[src/rtl/rv32i_pkg.sv]
// rv32i_pkg
// Shared RV32I definitions used by the ALU and its unit-level bench logic.
//   ALUSel_e         : ALU opcode selector. Encodings 10..15 are unused.
//   ALU_SHAMT_W      : number of operand-B bits that form a shift amount.
//   alu_chk_entry_t  : one slot of the scoreboard delay pipe.
package rv32i_pkg;

  typedef enum logic [3:0] {
    ALU_ADD  = 4'd0,
    ALU_SUB  = 4'd1,
    ALU_SLL  = 4'd2,
    ALU_SLT  = 4'd3,
    ALU_SLTU = 4'd4,
    ALU_XOR  = 4'd5,
    ALU_SRL  = 4'd6,
    ALU_SRA  = 4'd7,
    ALU_OR   = 4'd8,
    ALU_AND  = 4'd9
  } ALUSel_e;

  localparam int ALU_SHAMT_W = 5;

  // A sampled transaction travelling towards the compare point. A slot with
  // valid=0 is a bubble and carries no meaningful payload.
  typedef struct packed {
    logic        valid;
    ALUSel_e     op;
    logic [31:0] a;
    logic [31:0] b;
    logic [31:0] exp;
  } alu_chk_entry_t;

endpackage

[src/rtl/alu_ref_model.sv]
// alu_ref_model
// Combinational golden ALU: computes the 32-bit wrap-around result of an
// RV32I ALU operation and flags whether the opcode is one it understands.
// Ports:
//   op        : ALU opcode
//   a, b      : operands (shift amount is b[4:0])
//   supported : 1 when op is a defined encoding
//   result    : golden result, 0 for unsupported opcodes
module alu_ref_model
  import rv32i_pkg::*;
(
  input  ALUSel_e     op,
  input  logic [31:0] a,
  input  logic [31:0] b,
  output logic        supported,
  output logic [31:0] result
);

  logic [ALU_SHAMT_W-1:0] shamt;

  assign shamt = b[ALU_SHAMT_W-1:0];

  // Golden function; any undefined encoding reports unsupported so the
  // scoreboard can treat it as a bubble.
  always_comb begin
    supported = 1'b1;
    result    = '0;
    case (op)
      ALU_ADD:  result = a + b;
      ALU_SUB:  result = a - b;
      ALU_SLL:  result = a << shamt;
      ALU_SLT:  result = {31'b0, ($signed(a) < $signed(b))};
      ALU_SLTU: result = {31'b0, (a < b)};
      ALU_XOR:  result = a ^ b;
      ALU_SRL:  result = a >> shamt;
      ALU_SRA:  result = $signed(a) >>> shamt;
      ALU_OR:   result = a | b;
      ALU_AND:  result = a & b;
      default:  supported = 1'b0;
    endcase
  end

endmodule

[src/rtl/scoreboard_alu.sv]
// scoreboard_alu
// Bench-side checker for an ALU. Samples the operand/opcode bus, computes the
// golden result, delays it by LATENCY cycles to line up with the DUT result,
// compares, and keeps saturating pass/fail statistics plus a snapshot of the
// first failing transaction.
// Parameters:
//   LATENCY : DUT pipeline depth in cycles (0 = combinational ALU), 0..8
//   CNT_W   : width of the check and error counters
// Ports:
//   i_clk, i_rst_n            : clock (rising edge), async active-low reset
//   i_en                      : sample enable; low inserts a bubble
//   i_operand_a/b, i_alu_op   : stimulus as driven to the DUT
//   i_alu_data                : DUT result
//   o_mismatch                : registered one-cycle pulse per failed check
//   o_err_flag                : sticky failure flag
//   o_check_cnt, o_err_cnt    : saturating check / failure counters
//   o_first_op/a/b/exp/got    : first failing transaction
module scoreboard_alu
  import rv32i_pkg::*;
#(
  parameter int LATENCY = 0,
  parameter int CNT_W   = 32
) (
  input  logic             i_clk,
  input  logic             i_rst_n,
  input  logic             i_en,
  input  logic [31:0]      i_operand_a,
  input  logic [31:0]      i_operand_b,
  input  ALUSel_e          i_alu_op,
  input  logic [31:0]      i_alu_data,
  output logic             o_mismatch,
  output logic             o_err_flag,
  output logic [CNT_W-1:0] o_check_cnt,
  output logic [CNT_W-1:0] o_err_cnt,
  output ALUSel_e          o_first_op,
  output logic [31:0]      o_first_a,
  output logic [31:0]      o_first_b,
  output logic [31:0]      o_first_exp,
  output logic [31:0]      o_first_got
);

  localparam logic [CNT_W-1:0] CNT_MAX = '1;
  localparam logic [CNT_W-1:0] CNT_ONE = 1;

  logic           ref_supported;
  logic [31:0]    ref_result;
  alu_chk_entry_t sample_entry;
  alu_chk_entry_t cmp_entry;
  logic           cmp_fail;

  alu_ref_model u_ref (
    .op        (i_alu_op),
    .a         (i_operand_a),
    .b         (i_operand_b),
    .supported (ref_supported),
    .result    (ref_result)
  );

  // Build this cycle's pipe entry. Disabled cycles and unsupported opcodes
  // still enter the pipe, as bubbles, so later entries keep their timing.
  always_comb begin
    sample_entry.valid = i_en & ref_supported;
    sample_entry.op    = i_alu_op;
    sample_entry.a     = i_operand_a;
    sample_entry.b     = i_operand_b;
    sample_entry.exp   = ref_result;
  end

  generate
    if (LATENCY == 0) begin : g_no_pipe
      // Combinational DUT: compare against this cycle's golden value.
      always_comb cmp_entry = sample_entry;
    end else begin : g_pipe
      alu_chk_entry_t pipe_q [LATENCY];

      // Delay pipe; the last stage is aligned with the DUT result that
      // belongs to it. Reset flushes every slot to a bubble.
      always_ff @(posedge i_clk or negedge i_rst_n) begin
        if (!i_rst_n) begin
          for (int i = 0; i < LATENCY; i++) pipe_q[i] <= '0;
        end else begin
          pipe_q[0] <= sample_entry;
          for (int i = 1; i < LATENCY; i++) pipe_q[i] <= pipe_q[i-1];
        end
      end

      always_comb cmp_entry = pipe_q[LATENCY-1];
    end
  endgenerate

  assign cmp_fail = cmp_entry.valid && (cmp_entry.exp != i_alu_data);

  // Statistics. The two counters saturate independently, so a failure on the
  // edge where the check counter tops out is still counted and still pulses.
  // The first-failure snapshot loads only while the sticky flag is clear.
  always_ff @(posedge i_clk or negedge i_rst_n) begin
    if (!i_rst_n) begin
      o_mismatch  <= 1'b0;
      o_err_flag  <= 1'b0;
      o_check_cnt <= '0;
      o_err_cnt   <= '0;
      o_first_op  <= ALU_ADD;
      o_first_a   <= '0;
      o_first_b   <= '0;
      o_first_exp <= '0;
      o_first_got <= '0;
    end else begin
      o_mismatch <= cmp_fail;
      if (cmp_entry.valid && (o_check_cnt != CNT_MAX)) begin
        o_check_cnt <= o_check_cnt + CNT_ONE;
      end
      if (cmp_fail && (o_err_cnt != CNT_MAX)) begin
        o_err_cnt <= o_err_cnt + CNT_ONE;
      end
      if (cmp_fail && !o_err_flag) begin
        o_err_flag  <= 1'b1;
        o_first_op  <= cmp_entry.op;
        o_first_a   <= cmp_entry.a;
        o_first_b   <= cmp_entry.b;
        o_first_exp <= cmp_entry.exp;
        o_first_got <= i_alu_data;
      end
    end
  end

endmodule

[config.mk]
export PLATFORM = sky130hd
export DESIGN_NAME = scoreboard_alu
export DESIGN_NICKNAME = d
export VERILOG_FILES = /design/src/rtl/rv32i_pkg.sv /design/src/rtl/alu_ref_model.sv /design/src/rtl/scoreboard_alu.sv
export SDC_FILE = /design/constraint.sdc
export NUM_CORES = 1
export LEC_CHECK = 0
export BUFFER_PORTS_ARGS = -buffer_cell sky130_fd_sc_hd__buf_2
export CAP_MARGIN = 15
export CORE_UTILIZATION = 61
export DETAILED_ROUTE_END_ITERATION = 7
export PLACE_DENSITY_LB_ADDON = 0.3
export SYNTH_ARGS = -nofsm -noshare
export SYNTH_HDL_FRONTEND = slang
export SYNTH_SLANG_ARGS = --single-unit
[constraint.sdc]
create_clock -name i_clk -period 3.8 [get_ports i_clk]
set_input_delay 0.38 -clock i_clk [delete_from_list [all_inputs] [get_ports i_clk]]
set_output_delay 0.38 -clock i_clk [all_outputs]
set_load 0.005 [all_outputs]
==> metrics.txt, run 1 <==
Detailed Place HPWL=69140 um; Syn Nets=roughly 2300; total grt overflow=732; Ys Warns=0; placed cell count=3362; GPL Wtd Cong=~1.3; pin count of the biggest net entering global routing=103; Die X=177.2 um; Total GRT Usage=84.90%; flop and latch count out of synthesis=roughly 200; Mapped Cells=roughly 2100; post-synthesis instance area=approximately 19000 um^2; vias in the first global route=30320; initial core utilization=62.54%; Halt Stage=global routing; Post-synth ARST share=between 90% and 100%; number of top-level pins=around 300; Synth Area per Inst=8.775 um^2; first-pass GRT wire length=200100 um; CTS Root Cell=clkbuf_16; dominant synthesized flop cell=dfrtp_1; Place WS=-1.422 ns; CTS Sinks=198; post-synthesis sequential area ratio=a little over a quarter; Post-CTS Hold Buffers=0; Clock H-tree levels=4; Max Root-Sink Buffers=2; Post-synth EDFFs=0; Cell variety after synth=a little under 100; CTS buffer count=17; row count=63; IO Port Bufs=300; outcome=did not finish; First Err=[ERROR GRT-0116] Global routing finished with congestion. Check the congestion regions in the DRC Viewer.; Die Height=177.2 um
==> cells by family after synthesis <==
family          Yosys count  synth area share (%)
compound gates          539                 20.16
xor+xnor                120                 5.610
fa+ha+maj               104                 7.026
buf+inv                 264                 6.365
flops                   198                 26.45
mux                     235                 16.64
simple gates            675                 17.76
==> synthesized netlist by cell type (all sizes together), types with 40 or more instances <==
master    n  share of area (%)
a21oi   118                3.2
buf      81                2.7
clkbuf   69                1.4
dfrtp   198                 26
ha      102                6.8
inv     111                2.2
mux2    148                 10
mux2i    62                3.3
nand2   176                3.5
nand3    61                1.6
nand4    41                1.4
nor2    179                3.6
nor3     48                1.3
o211ai   40                1.6
o21ai    88                2.4
xnor2    69                3.2
xor2     51                2.4
==> through the flow <==
step / TNS [ns] / area [um^2]
CTS: -96.11 / 26730
detailed placement: -222.32 / 25430
global placement: -156.27 / 25430
floorplan: -95.53 / 18950
==> routing by layer <==
metal  track usage, %  GRT overflow
met1            82.59            25
met2            100.3           451
met3            71.89            26
met4            87.61           228
met5            45.51             2
==> what timing repair did <==
item / CTS
setup buffers: 17
gates cloned: 9
pin swaps: 21
gates resized for setup: 60
endpoints found under the setup margin: 166
==> run 2: changes to the inputs <==
--- a/config.mk
+++ b/config.mk
@@ -7,9 +7,9 @@
 export LEC_CHECK = 0
 export BUFFER_PORTS_ARGS = -buffer_cell sky130_fd_sc_hd__buf_2
 export CAP_MARGIN = 15
-export CORE_UTILIZATION = 61
+export CORE_UTILIZATION = 40
 export DETAILED_ROUTE_END_ITERATION = 7
-export PLACE_DENSITY_LB_ADDON = 0.3
+export PLACE_DENSITY_LB_ADDON = 0.15
 export SYNTH_ARGS = -nofsm -noshare
 export SYNTH_HDL_FRONTEND = slang
 export SYNTH_SLANG_ARGS = --single-unit
==> metrics.txt, run 2 <==
outcome=finished with violations (was did not finish); violated checks=negative setup slack; Post-synth EDFFs=0 (unchanged); Max Clk Rate=224.4 MHz; Setup TNS=-89.75 ns; worst-path cell chain=buf_2, inv_1, ha_1, nand2_1, nor4_1, o21ai_0, buf_4, a21boi_1, o31a_1, a21o_1, mux2i_1, o211ai_1, xor2_1, nor4_1, and4_4, nor3_4, buf_6, buf_4, mux2_2; CTS Root Cell=clkbuf_16 (unchanged); placed cell count=3644 (was 3362); cell with the most instances after synthesis=dfrtp_1 (unchanged); Total GRT Usage=between 30% and 40%; pin count of the biggest net entering global routing=87; post-synthesis sequential area ratio=26.45% (unchanged); Area Growth Syn to Fin=46.88%; CP Max Fanout=8; Final Hold Fails=0; initial antenna violation count=1; Hold WC Path Type=input pin to register; final-stage net count=roughly 3300; wire length on met3=7265 um; Die X=218.4 um (was 177.2 um); RSZ-0062 raised after global routing=yes; final setup violation count=166; Slew headroom=44.20%; Syn Nets=2342 (unchanged); Hold Path Origin=i_alu_data[16]; total chip power=8.285 mW; vias per cell=5.888; Max Root-Sink Buffers=2 (unchanged); post-synthesis instance area=18730 um^2 (unchanged); Ys Warns=0 (unchanged); 1st-pass router iterations=6; hold path cells=2; total grt overflow=0; worst skew pair latency=0.51 ns; Setup CP Type=input pin to register; WL final=between 90000 and 100000 um; Max Cap Viol=0; drt wl/cell=25.38 um; Post-synth ARST share=100.0% (unchanged); Die Height=218.4 um (was 177.2 um); Mapped Cells=2135 (unchanged); Slowest cell on crit path=ha_1; period utilization=117.3%; top post-synthesis cells by area=dfrtp_1 (26%), ha_1 (6.8%), mux2_4 (5.6%) (unchanged); DR iter-0 viols=2519; Post-Route Utilization=60.12%; min Tclk post-route=4.457 ns; Place WS=-1.404 ns (was -1.422 ns); biggest area consumer among synthesized cells=dfrtp_1 (unchanged); CTS Sinks=198 (unchanged); critical path startpoint category=input pin; fin. max-slew vios=0; die footprint=47710 um^2; CP delay by family, top=compound AO/OA/AOI/OAI gates; CP Capture Type=register; Final WS setup=-0.6568 ns; Min-Delay Endpoint=o_first_got[16]; post-synth top area share=26.45% (unchanged); wl on met1=39750 um; final std cells w/o fill=3693; Synth top cells by count=dfrtp_1 (198), nor2_1 (178), nand2_1 (176), a21oi_1 (118), inv_1 (108) (unchanged); diode count=0; worst reg2reg path depth=10; maximum vdd ir drop=between 0.3 and 0.4 mV; critical path required time=4.18 ns; TritonCTS clock tree=yes; core area=45770 um^2; antenna viol nets, final=0; WP buf/inv=5; r2r endpoint=o_err_cnt[1]; IO Port Bufs=300 (unchanged); via count=21743; Leak=13.53 nW; GPL Wtd Cong=1.056 (was 1.257); number of top-level pins=301 (unchanged); clk_skew=0.01318 ns; Clock H-tree levels=4 (unchanged); dominant synthesized flop cell=dfrtp_1 (unchanged); Worst path depth=19; row count=78 (was 63); Worst Path Arrival=4.83 ns; Detailed Place HPWL=76150 um (was 69140 um); R2R setup slack=0.82 ns; clk slew on worst S/H paths=~0.080 ns; Residual DRC=0; vias in the first global route=around 21000; Pwr per Cell Area=301.1 nW/um^2; layout cell share with drive strength beyond 1=44.03%; slowest cell delay on critical path=0.50 ns; initial core utilization=40.93% (was 62.54%); met2 WL=42640 um; Crit Reg-Reg Startpoint=o_err_cnt[13]; Synth Area per Inst=8.775 um^2 (unchanged); commonest non-fill, non-tap cell in the layout=buf_4; flop and latch count out of synthesis=198 (unchanged); DR top layer=met5; most frequent cells in the layout=buf_4 (737), buf_2 (294), dfrtp_1 (198), nor2_1 (176), nand2_1 (175); Cell variety after synth=98 (unchanged); first-pass GRT wire length=137000 um; Worst Setup SP=i_operand_a[14]; Slew @ Worst Pin=a little over 0.8 ns; CTS buffer count=17 (unchanged)
==> run 2: cell counts after synthesis <==
Identical to the previous run, type by type.
==> run 2: per-layer routing <==
| metal | track usage (%) | vias to the layer above |
|---|---|---|
| met1 | 52.92 | 10737 |
| met2 | 61.23 | 1047 |
| li1 | - | 9780 |
| met5 | 0 | - |
| met3 | 6.193 | 177 |
| met4 | 16.18 | 2 |
==> run 2: cell type report <==
class / instances / area (um^2)
clock inverters: 15 / 193.9
multi-input cells: 1673 / 12930
clock buffers: 17 / 425.4
well taps: 600 / 750.7
repair buffers: 1076 / 7814
inverters: 114 / 450.4
fillers: 4104 / 18260
flip-flops and latches: 198 / 4955
==> run 2: stage by stage <==
stage,hold WS [ns],instance area (um^2)
final,0.1323,27520
after global routing,0.1232,27520
after CTS,0.1135,27350
after detailed placement,0.4307,26310
after global placement,0.4200,26310
after floorplan,0.08441,18950
==> run 2: how the worst max path moves through the flow <==
stage / to / slack [ns]
after floorplan: o_first_a[0] / -0.66
after global routing: o_first_exp[11] / -0.75
after global placement: o_first_a[15] / -1.32
after detailed placement: o_first_a[7] / -1.40
final: o_first_op[3] / -0.66
after CTS: o_first_got[10] / -0.63
==> run 2: repair_timing <==
action                                  in CTS  in global routing
buffers inserted                            10                  2
endpoints found under the setup margin     166                166
hold endpoints to repair                    84                  0
gates resized for setup                     48                 36
hold buffers                                 1                  0
pin swaps                                   15                 11
cloned                                       5                  0
==> run 2: logic make-up (layout without fill, tap and decap cells) <==
group	count (synthesis)	in the layout	synth area share, %
compound gates	539	539	20.16
xor+xnor	120	120	5.610
fa+ha+maj	104	104	7.026
buf+inv	264	1222	6.365
flops	198	198	26.45
mux	235	235	16.64
simple gates	675	675	17.76
==> run 2: report_power, final <==
| part | internal [mW] | switching (mW) |
|---|---|---|
| registers | 2.44 | 0.259 |
| logic | 1.77 | 1.83 |
| clock network | 1.00 | 0.985 |
No activity file was read; power rests on OpenSTA's default activity.
